--- src/rtl/fxu_pipe.sv ---
// fxu_pipe: pipelined fixed-point execution unit for the out-of-order core.
// Decoded ALU/move micro-ops enter through a valid/ready issue port. Each op's
// result is computed at entry and carried with its ROB tag through STAGES
// elastic stages. It leaves through a valid/ready writeback port.
// A flush squashes every in-flight op. Unsupported opcodes still retire, in
// order, with value 0 and the exception flag set.
// Optional feature: define FXU_SHIFT_EN to add shl (0010) / shr (0011).
// Without that macro, no shifter is built and both opcodes retire as
// unsupported.
module fxu_pipe #(
    parameter int DATA_W = 16,
    parameter int TAG_W  = 4,
    parameter int IMM_W  = 8,
    parameter int STAGES = 2
) (
    input  logic              clk,
    input  logic              rst_n,
    input  logic              flush,
    input  logic              in_valid,
    output logic              in_ready,
    input  logic [3:0]        in_opcode,
    input  logic [TAG_W-1:0]  in_tag,
    input  logic [DATA_W-1:0] in_vt,
    input  logic [DATA_W-1:0] in_va,
    input  logic [DATA_W-1:0] in_vb,
    input  logic [IMM_W-1:0]  in_imm,
    output logic              out_valid,
    input  logic              out_ready,
    output logic [TAG_W-1:0]  out_tag,
    output logic [DATA_W-1:0] out_value,
    output logic              out_exc
);

    localparam logic [3:0] OP_ADD  = 4'b0000;
    localparam logic [3:0] OP_SUB  = 4'b0001;
    localparam logic [3:0] OP_MOV  = 4'b0100;
    localparam logic [3:0] OP_MOVL = 4'b0101;
    localparam logic [3:0] OP_MOVH = 4'b0110;
`ifdef FXU_SHIFT_EN
    localparam logic [3:0] OP_SHL  = 4'b0010;
    localparam logic [3:0] OP_SHR  = 4'b0011;
    // Only the low log2(DATA_W) bits of vb select the shift distance.
    localparam int         SH_W    = $clog2(DATA_W);
`endif

    // The result is returned as {exc, value}. Unknown opcodes give value 0
    // with exc set.
    function automatic logic [DATA_W:0] execute(
        input logic [3:0]        op,
        input logic [DATA_W-1:0] vt,
        input logic [DATA_W-1:0] va,
        input logic [DATA_W-1:0] vb,
        input logic [IMM_W-1:0]  imm
    );
        logic [DATA_W-1:0] value;
        logic              exc;
        value = '0;
        exc   = 1'b0;
        case (op)
            OP_ADD:  value = va + vb;
            OP_SUB:  value = va - vb;
            OP_MOV:  value = va;
            OP_MOVL: value = {vt[DATA_W-1:IMM_W], imm};
            OP_MOVH: value = {imm, vt[DATA_W-IMM_W-1:0]};
`ifdef FXU_SHIFT_EN
            OP_SHL:  value = va << vb[SH_W-1:0];
            OP_SHR:  value = va >> vb[SH_W-1:0];
`endif
            default: exc = 1'b1;
        endcase
        return {exc, value};
    endfunction

    // Per-stage state; index STAGES-1 is the stage that drives the outputs.
    logic [STAGES-1:0] vld_p;
    logic [STAGES-1:0] exc_p;
    logic [TAG_W-1:0]  tag_p   [STAGES];
    logic [DATA_W-1:0] value_p [STAGES];

    // Movement control.
    logic [STAGES-1:0] room_p;
    logic [STAGES-1:0] adv_p;
    logic [STAGES-1:0] load_p;

    logic              entry_exc;
    logic [DATA_W-1:0] entry_value;
    logic              accept;

    assign {entry_exc, entry_value} = execute(in_opcode, in_vt, in_va, in_vb, in_imm);

    // A valid stage can move when some stage above it is empty or the output drains.
    // This form avoids a ripple through adv_p, so no combinational loop appears.
    always_comb begin
        room_p = '0;
        adv_p  = '0;
        load_p = '0;
        for (int k = 0; k < STAGES; k++) begin
            room_p[k] = out_ready;
            for (int j = k + 1; j < STAGES; j++) begin
                if (!vld_p[j]) room_p[k] = 1'b1;
            end
            adv_p[k]  = vld_p[k] & room_p[k];
            load_p[k] = ~vld_p[k] | room_p[k];
        end
    end

    assign in_ready = rst_n & ~flush & load_p[0];
    assign accept   = in_valid & in_ready;

    // Valid bits: cleared by reset or flush, otherwise follow the data movement.
    always_ff @(posedge clk) begin
        if (!rst_n) begin
            vld_p <= '0;
        end else if (flush) begin
            vld_p <= '0;
        end else begin
            if (load_p[0]) vld_p[0] <= accept;
            for (int k = 1; k < STAGES; k++) begin
                if (load_p[k]) vld_p[k] <= adv_p[k-1];
            end
        end
    end

    // Payload: reset to zero so the outputs read 0 after reset, then shift with the valid bits.
    always_ff @(posedge clk) begin
        if (!rst_n) begin
            exc_p <= '0;
            for (int k = 0; k < STAGES; k++) begin
                tag_p[k]   <= '0;
                value_p[k] <= '0;
            end
        end else if (!flush) begin
            if (accept) begin
                tag_p[0]   <= in_tag;
                value_p[0] <= entry_value;
                exc_p[0]   <= entry_exc;
            end
            for (int k = 1; k < STAGES; k++) begin
                if (adv_p[k-1]) begin
                    tag_p[k]   <= tag_p[k-1];
                    value_p[k] <= value_p[k-1];
                    exc_p[k]   <= exc_p[k-1];
                end
            end
        end
    end

    assign out_valid = vld_p[STAGES-1];
    assign out_tag   = tag_p[STAGES-1];
    assign out_value = value_p[STAGES-1];
    assign out_exc   = exc_p[STAGES-1];

endmodule
--- config.mk ---
export PLATFORM = sky130hd
export DESIGN_NAME = fxu_pipe
export DESIGN_NICKNAME = d
export VERILOG_FILES = /design/src/rtl/fxu_pipe.sv
export SDC_FILE = /design/constraint.sdc
export NUM_CORES = 1
export LEC_CHECK = 0
export BUFFER_PORTS_ARGS = -buffer_cell sky130_fd_sc_hd__buf_2
export CORE_MARGIN = 8
export CORE_UTILIZATION = 56
export CTS_CLUSTER_SIZE = 16
export DETAILED_ROUTE_END_ITERATION = 8
export PLACE_DENSITY = 0.88
export RECOVER_POWER = 50
export SYNTH_ARGS = -nofsm -noshare
export SYNTH_HDL_FRONTEND = slang
export SYNTH_SLANG_ARGS = --single-unit
--- constraint.sdc ---
create_clock -name clk -period 7.1 [get_ports clk]
set_input_delay 0.355 -clock clk [delete_from_list [all_inputs] [get_ports clk]]
set_output_delay 0.355 -clock clk [all_outputs]
set_load 0.1 [all_outputs]
**Word level (Yosys, flattened, before mapping)**

Memory sizes are Yosys's and may differ from the RTL's.
Index checks and enable logic that the tools add are counted.

- Bits in registers: 4
- Memory bits (writable): 40
- Input bits: 69
- Output and inout bits: 23
- Word-level logic and storage cells: 47
- Memories: 2

Memory list:

| name | depth | bits a word | read ports | clocked after Yosys merged registers in | write ports | line | text |
|---|---|---|---|---|---|---|---|
| value_p | 2 | 16 | 2 | 0 | 2 | 78 | `logic [DATA_W-1:0] value_p [STAGES];` |
| tag_p | 2 | 4 | 2 | 0 | 2 | 77 | `logic [TAG_W-1:0] tag_p [STAGES];` |

- $add $sub $neg: 2
- Eq/ne operators: 4
- Mux-type cells: 16
- Bitwise operators: 14
- Reductions and logical operators: 5

Operator list:

| cell | count |
|---|---|
| $pmux 16 s5 | 1 |
| $mux 16 | 2 |
| $add 16x16->16 | 1 |
| $sub 16x16->16 | 1 |
| $eq 4x3->1 const B | 3 |
| $mux 1 | 11 |
| $mux 4 | 2 |
| $or 1x1->1 | 6 |
| $reduce_or 5->1 | 1 |
| $and 1x1->1 | 4 |
| $eq 4x1->1 const B | 1 |
| $logic_not 4->1 | 1 |
| $not 1->1 | 4 |
| $reduce_and 2->1 | 2 |
| $reduce_or 2->1 | 1 |

**Depth between registers and ports, before layout**

- Depth after elaboration: 9
- Mapped depth: 14
- Depth with buffers taken out: 14

**Worst setup path after synthesis**

No wires, ideal clock.

- Kind: register -> register
- Start: register vld_p[1]
- End: memory tag_p[0][0], enable pin
- Setup time: 0.377 ns
- Arrival: 3.078 ns
- Required time: 6.723 ns
- Setup slack: 3.645 ns
- Cell stages (with the launch flop): 5
- Path buffers: 0
- Clock period less this slack: 3.455 ns
- Path through: dfxtp_1 -> and3b_1 -> nor2_1 -> nand2_1 -> nand2_1

RTL lines:

| item | line | text |
|---|---|---|
| start: declaration | 75 | `logic [STAGES-1:0] vld_p;` |
| start signal: indexed assignment | 119 | `if (load_p[k]) vld_p[k] <= adv_p[k-1];` |
| end: declaration | 77 |  |

==> summary.md <==
| Metric | Value |
|---|---|
| Core area | `0.00544 mm^2` |
| CTS clk-pin slew, worst paths | `0.07 ns` |
| Chip Height | `90.5 um` |
| Most frequent cells in the layout | `buf_2 (69), edfxtp_1 (40), a21oi_1 (36), nand2_1 (32), and2_1 (25)` |
| Area Overhead vs Synth | `14.3%` |
| Outcome | `finished clean` |
| I/O pins | `92` |
| CTS buffer count | `5` |
| Initial Util | `0.571` |
| Share of layout cells above drive strength 1 | `0.221` |
| Overall routing resource usage | `0.172` |
| Worst setup startpoint | `in_opcode[3]` |
| Critical Path AT | `3.07 ns` |
| R2R setup slack | `4.72 ns` |
| Row Count | `27` |
| Period utilisation layout | `0.433` |
| Die footprint | `0.00818 mm^2` |
| Top cell type's share of synthesized area | `0.387` |
| Cell Area, Synth | `0.00310 mm^2` |
| CTS Hold Buffers Added | `0` |
| CTS tree | `built` |
| Setup violators final | `0` |
| Syn_area_per_cell | `9.67 um^2` |
| Max Cap Viol | `0` |
| Cell taking the most area after synthesis | `edfxtp_1` |
| First-pass DRT Iterations | `6` |
| Clock Tree Buf Depth | `2` |
| Vias in the first global route | `2,581` |
| CP Max Fanout | `12` |
| DP Wirelength | `5940 um` |
| Pre-CTS WS | `3.76 ns` |
| Ys flop type | `edfxtp_1` |
| Area after DPL | `0.00349 mm^2` |
| Number of diodes | `0` |
| Fin crit period | `3.07 ns` |
| RSZ-0062 raised after global routing | `no` |
| Skew final | `0.00649 ns` |
| WHS | `0.317 ns` |
| Power density over the cells | `186 mW/mm^2` |
| Netlist cell types | `48` |
| Critical path required time | `7.10 ns` |
| Input/output buffers | `91` |
| Setup TNS | `0 ns` |
| FF-to-FF Start | `vld_p[0]$_SDFFE_PP0N_` |
| # nets final | `478` |
| Max rail drop VDD | `0.000123 V` |
| Via count | `2,623` |
| Final WS setup | `4.03 ns` |
| Sequential fraction of the synthesis area | `0.413` |
| Final-report hold violation count | `0` |
| Pleak | `1.46 nW` |
| Routed WL per cell | `15.6 um` |
| CP Capture Point | `value_p[0][13]$_SDFFCE_PN0P_` |
| Critical path class | `primary input to register` |
| FF-to-FF End | `value_p[0][14]$_SDFFCE_PN0P_` |
| Crit end category | `register` |
| Syn Nets | `407` |
| Relative slew slack | `0.219` |
| H-tree Lvls | `2` |
| R2R cell count | `6` |
| Final core utilization | `0.653` |
| Number of antenna violations at the first check in global routing | `0` |
| CTS sink count | `44` |
| Max-slew violation count | `0` |
| Synth area leaders | `edfxtp_1 (39%), ha_1 (6.4%), a21oi_1 (5.8%)` |
| Clk root buf | `clkbuf_8` |
| Residual DRC count | `0` |
| Largest net degree at the start of global routing | `27` |
| Worst hold path class | `primary input to register` |
| Most common cell after layout, fill and taps aside | `buf_2` |
| GRT overflow | `0` |
| Worst setup SP type | `primary input` |
| Worst-Margin Slew | `1.18 ns` |
| Initial drt markers | `224` |
| EDFF count, synth | `40` |
| Final Wtd Congestion | `0.859` |
| Yosys warnings | `0` |
| Worst-Skew Late Latency | `0.29 ns` |
| Register bit total from synthesis | `44` |
| Die Span X | `90.5 um` |
| CTS resizes | `0` |
| Drt total wl | `7240 um` |
| Post-Synthesis Cells | `321` |
| Async set-reset flop share out of synthesis | `0` |
| Setup Fix Bufs, Post-CTS | `0` |
| Final ANT Viol Nets | `0` |
| Global-route wire length before repair | `11,700 um` |
| Via density | `5.64` |
| Finished Cell Area | `0.00355 mm^2` |
| FMAX | `325 MHz` |
[cell usage after synthesis (6+ instances only)]
library cell / number
edfxtp_1: 40
a21oi_1: 36
nand2_1: 32
and2_1: 25
buf_4: 20
xnor2_1: 18
ha_1: 16
nor2_1: 16
inv_1: 10
xor2_1: 8
a222oi_1: 6
a22o_1: 6
clkbuf_1: 6
o21ai_0: 6
o22ai_1: 6
[metal layers]
metal,vias to the layer above,part of all wire,track usage,wire (um)
met4,0,0.039,0.0874,281
met5,-,0,0,0
met2,140,0.48,0.299,3450
met3,23,0.077,0.0424,559
li1,1302,-,-,-
met1,1158,0.41,0.192,2950
[metrics by stage]
stage | power [mW] | instances
4_1_cts | 0.659 | 465
2_1_floorplan | 0.464 | 321
3_3_place_gp | 0.508 | 457
6_report | 0.659 | 465
3_5_place_dp | 0.511 | 457
5_1_grt | 0.688 | 465
[where the power goes]
| part | switching [mW] | leakage (nW) | internal (mW) |
|---|---|---|---|
| clock network | 0.0729 | 0.0455 | 0.0792 |
| logic | 0.139 | 0.958 | 0.0692 |
| registers | 0.00274 | 0.453 | 0.295 |
[state kept, by name (all words and copies together), names as in the netlist]
signal	count
exc_p	2
tag_p	8
value_p	32
vld_p	2
[cell families (layout without fill, tap and decap cells)]
logic type,Yosys count,after routing,synth area share
buf+inv,40,112,0.0738
xor+xnor,26,26,0.0734
mux,1,1,0.00322
simple gates,102,102,0.174
flops,44,44,0.413
compound gates,91,91,0.192
fa+ha+maj,17,17,0.0709
[critical path, stage by stage]
cell and delay, ns:
buf_2 0.14, nor3_1 0.19, buf_4 0.21, and2_1 0.32
a21oi_1 0.10, xnor2_1 0.14, ha_1 0.35, a21o_1 0.22
a31o_2 0.28, o211ai_1 0.27, a22oi_1 0.16, xnor2_1 0.21
o22ai_1 0.12
[layout make-up]
cell class                      instances  area, um^2
Clock buffer                            8        90.1
Fill cell                             470        1890
Multi-Input combinational cell        237        1600
Sequential cell                        44        1280
Tap cell                               72        90.1
Timing Repair Buffer                   94         450
Inverter                               10        37.5
[how the worst min path moves through the flow]
stage,from,end,slack (ns),cells after the start
after floorplan,exc_p[0]$_SDFFE_PN0P_,exc_p[0]$_SDFFE_PN0P_,0.44,2
after global placement,exc_p[0]$_SDFFE_PN0P_,exc_p[0]$_SDFFE_PN0P_,0.45,2
after detailed placement,exc_p[0]$_SDFFE_PN0P_,exc_p[0]$_SDFFE_PN0P_,0.47,2
after CTS,in_valid,vld_p[0]$_SDFFE_PP0N_,0.31,3
after global routing,in_valid,vld_p[0]$_SDFFE_PP0N_,0.33,3
final,in_valid,vld_p[0]$_SDFFE_PP0N_,0.32,3
Power figures use the tool's default switching activity.
